<file path="src/rtl/loader_pkg.sv">
// Shared types and constants for the byte-stream instruction loader.
// Defining LOADER_CHECKSUM_EN adds the CHECK state to the state enum.
package loader_pkg;

    localparam int LEN_BYTES      = 2;
    localparam int BYTES_PER_WORD = 4;

    typedef enum logic [2:0] {
        ST_IDLE,
        ST_LEN_LO,
        ST_LEN_HI,
        ST_DATA,
`ifdef LOADER_CHECKSUM_EN
        ST_CHECK,
`endif
        ST_DONE,
        ST_ERROR
    } state_t;

endpackage

</file>
<file path="src/rtl/word_assembler.sv">
// Collects accepted stream bytes into little-endian words and flags the
// cycle in which the last byte of a word arrives, together with the full word.
module word_assembler
    import loader_pkg::*;
#(
    parameter int DATA_WIDTH = 32
) (
    input  logic                  clk,
    input  logic                  rst,
    input  logic                  clear,
    input  logic                  byte_en,
    input  logic [7:0]            byte_data,
    output logic                  word_done,
    output logic [DATA_WIDTH-1:0] word_data
);

    localparam int CNT_W = $clog2(BYTES_PER_WORD);
    localparam logic [CNT_W-1:0] LAST_BYTE = CNT_W'(BYTES_PER_WORD - 1);

    // Lane 0 holds the oldest byte; new bytes enter at the top lane and shift down.
    logic [BYTES_PER_WORD-2:0][7:0] lane_reg;
    logic [BYTES_PER_WORD-2:0][7:0] lane_next;
    logic [CNT_W-1:0]               byte_cnt_reg;

    genvar gi;
    generate
        for (gi = 0; gi < BYTES_PER_WORD - 1; gi++) begin : g_lane
            if (gi == BYTES_PER_WORD - 2) begin : g_top
                assign lane_next[gi] = byte_data;
            end else begin : g_mid
                assign lane_next[gi] = lane_reg[gi+1];
            end
        end
    endgenerate

    always_ff @(posedge clk) begin
        if (rst || clear) begin
            lane_reg     <= '0;
            byte_cnt_reg <= '0;
        end else if (byte_en) begin
            if (byte_cnt_reg == LAST_BYTE) begin
                lane_reg     <= '0;
                byte_cnt_reg <= '0;
            end else begin
                lane_reg     <= lane_next;
                byte_cnt_reg <= byte_cnt_reg + 1'b1;
            end
        end
    end

    assign word_done = byte_en && (byte_cnt_reg == LAST_BYTE);
    assign word_data = DATA_WIDTH'({byte_data, lane_reg});

endmodule

</file>
<file path="src/rtl/instr_loader.sv">
// Loads a length-prefixed little-endian byte stream into instruction memory
// while holding the CPU. Optional trailing XOR checksum under LOADER_CHECKSUM_EN.
module instr_loader
    import loader_pkg::*;
#(
    parameter int DATA_WIDTH = 32,
    parameter int ADDR_WIDTH = 8
) (
    input  logic                  clk,
    input  logic                  rst,
    input  logic                  start,
    input  logic                  byte_valid,
    input  logic [7:0]            byte_data,
    output logic                  byte_ready,
    output logic                  mem_we,
    output logic [ADDR_WIDTH-1:0] mem_addr,
    output logic [DATA_WIDTH-1:0] mem_wdata,
    output logic                  cpu_hold,
    output logic                  done,
    output logic                  error
);

    localparam logic [16:0] DEPTH = 17'(2 ** ADDR_WIDTH);
`ifdef LOADER_CHECKSUM_EN
    localparam state_t ST_AFTER_DATA = ST_CHECK;
`else
    localparam state_t ST_AFTER_DATA = ST_DONE;
`endif

    state_t                  state_reg, state_next;
    logic [15:0]             len_reg, len_next;
    logic [ADDR_WIDTH-1:0]   word_idx_reg;
    logic                    mem_we_reg;
    logic [ADDR_WIDTH-1:0]   mem_addr_reg;
    logic [DATA_WIDTH-1:0]   mem_wdata_reg;
    logic                    accept;
    logic                    asm_clear;
    logic                    asm_en;
    logic                    word_done;
    logic [DATA_WIDTH-1:0]   asm_word;
    logic [16:0]             len_full;
    logic                    last_word;
`ifdef LOADER_CHECKSUM_EN
    logic [7:0]              xor_reg;
`endif

    word_assembler #(
        .DATA_WIDTH (DATA_WIDTH)
    ) u_word_assembler (
        .clk       (clk),
        .rst       (rst),
        .clear     (asm_clear),
        .byte_en   (asm_en),
        .byte_data (byte_data),
        .word_done (word_done),
        .word_data (asm_word)
    );

    always_ff @(posedge clk) begin
        if (rst) begin
            state_reg     <= ST_IDLE;
            len_reg       <= '0;
            word_idx_reg  <= '0;
            mem_we_reg    <= 1'b0;
            mem_addr_reg  <= '0;
            mem_wdata_reg <= '0;
        end else begin
            state_reg  <= state_next;
            len_reg    <= len_next;
            mem_we_reg <= word_done;
            if (asm_clear) begin
                word_idx_reg <= '0;
            end else if (word_done) begin
                word_idx_reg  <= word_idx_reg + 1'b1;
                mem_addr_reg  <= word_idx_reg;
                mem_wdata_reg <= asm_word;
            end
        end
    end

`ifdef LOADER_CHECKSUM_EN
    // Running XOR over length and data bytes; the checksum byte itself is excluded.
    always_ff @(posedge clk) begin
        if (rst || asm_clear) begin
            xor_reg <= '0;
        end else if (accept && state_reg != ST_CHECK) begin
            xor_reg <= xor_reg ^ byte_data;
        end
    end
`endif

    always_comb begin
        state_next = state_reg;
        len_next   = len_reg;
        asm_clear  = 1'b0;
        byte_ready = 1'b0;
        len_full   = {1'b0, byte_data, len_reg[7:0]};
        last_word  = (17'(word_idx_reg) == ({1'b0, len_reg} - 17'd1));

        case (state_reg)
            ST_LEN_LO, ST_LEN_HI, ST_DATA: byte_ready = 1'b1;
`ifdef LOADER_CHECKSUM_EN
            ST_CHECK:                      byte_ready = 1'b1;
`endif
            default:                       byte_ready = 1'b0;
        endcase

        accept = byte_valid && byte_ready;
        asm_en = accept && (state_reg == ST_DATA);

        case (state_reg)
            ST_IDLE, ST_DONE, ST_ERROR: begin
                if (start) begin
                    state_next = ST_LEN_LO;
                    len_next   = '0;
                    asm_clear  = 1'b1;
                end
            end
            ST_LEN_LO: begin
                if (accept) begin
                    len_next   = {8'h00, byte_data};
                    state_next = ST_LEN_HI;
                end
            end
            ST_LEN_HI: begin
                if (accept) begin
                    len_next = len_full[15:0];
                    if (len_full > DEPTH) begin
                        state_next = ST_ERROR;
                    end else if (len_full == 17'd0) begin
                        state_next = ST_AFTER_DATA;
                    end else begin
                        state_next = ST_DATA;
                    end
                end
            end
            ST_DATA: begin
                if (word_done && last_word) begin
                    state_next = ST_AFTER_DATA;
                end
            end
`ifdef LOADER_CHECKSUM_EN
            ST_CHECK: begin
                if (accept) begin
                    state_next = (byte_data == xor_reg) ? ST_DONE : ST_ERROR;
                end
            end
`endif
            default: state_next = ST_IDLE;
        endcase
    end

    assign mem_we    = mem_we_reg;
    assign mem_addr  = mem_addr_reg;
    assign mem_wdata = mem_wdata_reg;
    assign cpu_hold  = (state_reg != ST_DONE);
    assign done      = (state_reg == ST_DONE);
    assign error     = (state_reg == ST_ERROR);

endmodule

</file>
<file path="config.mk">
export PLATFORM = sky130hd
export DESIGN_NAME = instr_loader
export DESIGN_NICKNAME = d
export VERILOG_FILES = /design/src/rtl/loader_pkg.sv /design/src/rtl/word_assembler.sv /design/src/rtl/instr_loader.sv
export SDC_FILE = /design/constraint.sdc
export NUM_CORES = 1
export LEC_CHECK = 0
export ABC_AREA = 1
export CAP_MARGIN = 0
export CORE_AREA = 4 4 82 114
export CTS_CLUSTER_DIAMETER = 50
export DETAILED_ROUTE_END_ITERATION = 8
export DIE_AREA = 0 0 86 118
export GPL_ROUTABILITY_DRIVEN = 0
export PLACE_DENSITY = 0.87
export SLEW_MARGIN = 25
export SYNTH_ARGS = -nofsm -noshare
export SYNTH_HDL_FRONTEND = slang
export SYNTH_HIERARCHICAL = 1
export SYNTH_SLANG_ARGS = --single-unit
</file>
<file path="constraint.sdc">
create_clock -name clk -period 3.6 [get_ports clk]
set_input_delay 0.72 -clock clk [delete_from_list [all_inputs] [get_ports clk]]
set_output_delay 0.72 -clock clk [all_outputs]
set_load 0.01 [all_outputs]
</file>
==> results.py <==
metrics = {
    "detailed_routing": {
        "wl_per_cell_um": 14.5,
        "initialDrtViolationCount": 330,
        "first_pass_iters": 5,
        "via_count": 4031,
        "drc_errors": 0,
        "vias_per_cell": 5.45,
        "antenna_left": 0,
        "wl_mm": 10.7,
    },
    "die": {
        "start_util_pct": 54.3,
        "die_h_um": 118,
        "die_area_mm2": 0.0101,
        "ios": 57,
        "die_width_um": 86,
        "core_mm2": 0.00825,
        "core.rowCount": 39,
    },
    "sta": {
        "max-slew-margin-rel_pct": 52.8,
        "grt_setup_unrepaired": "no",
        "finalCritPeriodShare_pct": 69.4,
        "finClkSkew_ns": 0.00627,
        "max_freq_mhz": 400,
        "worstMarginPinSlew_ns": 0.706,
        "setup_viol": 0,
        "report.final.slew_viol_count": 0,
        "setup-tns-final_ns": 0,
        "finalCriticalPeriod_ns": 2.50,
        "hold_violations": 0,
    },
    "clock_tree": {
        "clk_latency_ns": 0.34,
        "numCtsBuffers": 9,
        "hold_buffers": 0,
        "cts_tree": "yes",
        "cts_setup_buffers": 0,
        "root_buffer": "clkbuf_16",
        "cts_sinks": 94,
        "ctsResizeCount": 0,
        "clk_path_buf_depth": 2,
        "h-tree-depth": 3,
        "clk_pin_slew_ns": 0.07,
    },
    "logic_synthesis": {
        "synthCells": 596,
        "synth_area_leaders": "dfxtp_1 42%, nor2_1 9.8%, nand2_1 7.5%, o21ai_0 5.3%, nand3_1 4.8%",
        "synth.distinct_cells": 35,
        "synth_xor_area_share_pct": 1.17,
        "synthSimpleGateAreaFrac_pct": 28.9,
        "syn-cell-area_mm2": 0.00448,
        "syn_area_per_cell_um2": 7.51,
        "async_flop_share_pct": 0,
        "synth_common_cells": "117 x nor2_1, 94 x dfxtp_1, 90 x nand2_1",
        "yosysMostFrequentCell": "nor2_1",
        "ys_seq_area_share_pct": 42.0,
        "synth_fa_ha_area_share_pct": 1.12,
        "synth-compound-area-share_pct": 16.7,
        "yosys_warnings": 6,
        "synth.ff_latch_count": 94,
        "yosysTopAreaCell": "dfxtp_1",
        "synth_top_family_by_area": "simple AND/OR/NAND/NOR gates",
        "synth-edff-count": 0,
        "syn_nets": 612,
        "synthFlopType": "dfxtp_1",
        "synth_top_area_share_pct": 42.0,
        "synthMuxAreaShare_pct": 0,
    },
    "power": {
        "leakage_nw": 1.98,
        "power_mw": 3.44,
        "vdd_drop_max_mv": 0.486,
        "power_density_mw_per_mm2": 658,
    },
    "placed_design": {
        "dp.final_hpwl_mm": 7.57,
        "io_buffers": 56,
    },
    "worst_setup_path": {
        "worstRegToRegCells": 8,
        "worst_setup_path_end_kind": "flip-flop",
        "crit_end": "mem_addr[6]",
        "arrival_ns": 2.77,
        "critPathLaunch": "byte_valid",
        "timing.rr.end": "mem_addr[6]",
        "crit_fanout": 44,
        "cp.required_ns": 3.87,
        "r2r_setup_slack_ns": 1.40,
        "timing.rr.start": "state_reg[0]",
        "start_kind": "input port",
        "crit_type": "input port to flip-flop",
    },
    "grt": {
        "antenna_found_initial": 0,
        "grt_usage_pct": 21.5,
        "grt_max_degree": 45,
        "grt_pass1_vias": 3769,
        "gr-total-overflow": 0,
        "grt_pass1_wl_mm": 17.6,
    },
    "layout": {
        "syn2layout_area_growth_pct": 16.6,
        "largest_reg_flops": 32,
        "multiInputGateArea_mm2": 0.00215,
        "n_antenna_cell": 0,
        "fin_nets": 649,
        "n_fill_cell": 691,
        "layout-drive-gt1-share_pct": 14.1,
        "register_area_mm2": 0.00188,
    },
    "status": {
        "status": "finished clean",
    },
    "min_path": {
        "hold_path.class": "flip-flop to flip-flop",
    },
    "job": {
        "maxCapViolations": 0,
    },
}
## final cells by class
type | instances | share of cell area [%]
clock inverters | 7 | 1.13
flip-flops and latches | 94 | 36.0
clock buffers | 9 | 4.31
well taps | 102 | 2.44
inverters | 48 | 3.60
repair buffers | 60 | 11.3
multi-input cells | 420 | 41.2
## report_power, final
| group | switching [mW] | internal, mW |
|---|---|---|
| logic | 0.892 | 0.431 |
| clock network | 0.418 | 0.477 |
| registers | 0.0957 | 1.12 |
| total | 1.40 | 2.03 |
## placed cells by master, fill, tap and decap left out, drive strengths merged
cell type / netlist / layout
nor2: 121 / 121
nand2: 115 / 115
dfxtp: 94 / 94
clkdlybuf4s50: 0 / 56
a21oi: 56 / 56
inv: 47 / 49
o21ai: 48 / 48
nand3: 43 / 43
a211oi: 13 / 13
clkbuf: 9 / 9
nor3: 6 / 6
clkinv: 1 / 5
ha: 4 / 4
buf: 25 / 4
xor2: 3 / 3
xnor2: 3 / 3
nor3b: 2 / 2
nand4: 2 / 2
nand3b: 2 / 2
or2: 1 / 1
nor4: 1 / 1
clkinvlp: 0 / 1
## metal layers
metal  part of all wire (%)  vias up  global-route usage (%)
li1                       -     1997                       -
met2                     53      136                    38.6
met1                     39     1876                    24.0
met5                      0        -                       0
met3                    5.2       22                    4.13
met4                    2.5        0                    9.01
## critical path, cell delays in order
cell and delay [ns]:
clkdlybuf4s50_1 0.49, inv_1 0.10, nor3_2 0.20, nand2_1 0.11, inv_1 0.21, nand2_2 0.09
inv_2 0.50, o21ai_0 0.18, a21oi_1 0.14
## metrics by stage
stage                     hold WS (ns)  std cells  instance area, µm²  setup slack [ns]  utilization [%]
final                            0.473        740                5220              1.10             63.3
after global routing             0.490        740                5220             0.936             63.3
after CTS                        0.471        740                5220              1.11             63.3
after detailed placement         0.460        724                4940             0.766             59.9
after global placement           0.459        724                4940             0.882             59.9
after floorplan                  0.447        596                4480              1.32                -
## worst min path at each step
stage | start | end | slack, ns | cells after the start
after floorplan | u_word_assembler/word_data[0] | u_word_assembler/word_data[0] | 0.45 | 2
after global placement | u_word_assembler/word_data[6] | u_word_assembler/word_data[6] | 0.46 | 2
after detailed placement | u_word_assembler/word_data[3] | u_word_assembler/word_data[3] | 0.46 | 2
after CTS | u_word_assembler/word_data[3] | u_word_assembler/word_data[3] | 0.47 | 2
after global routing | u_word_assembler/word_data[4] | u_word_assembler/word_data[4] | 0.49 | 2
final | u_word_assembler/word_data[3] | u_word_assembler/word_data[3] | 0.47 | 2
## cells by family after synthesis
| kind of cell | count (synthesis) |
|---|---|
| buffers and inverters | 82 |
| AOI/OAI and AO/OA | 117 |
| DFF | 94 |
| xor gates and xnor gates | 6 |
| and+or+nand+nor | 293 |
| adders and majority gates | 4 |
(Power assumes the default switching activity.)
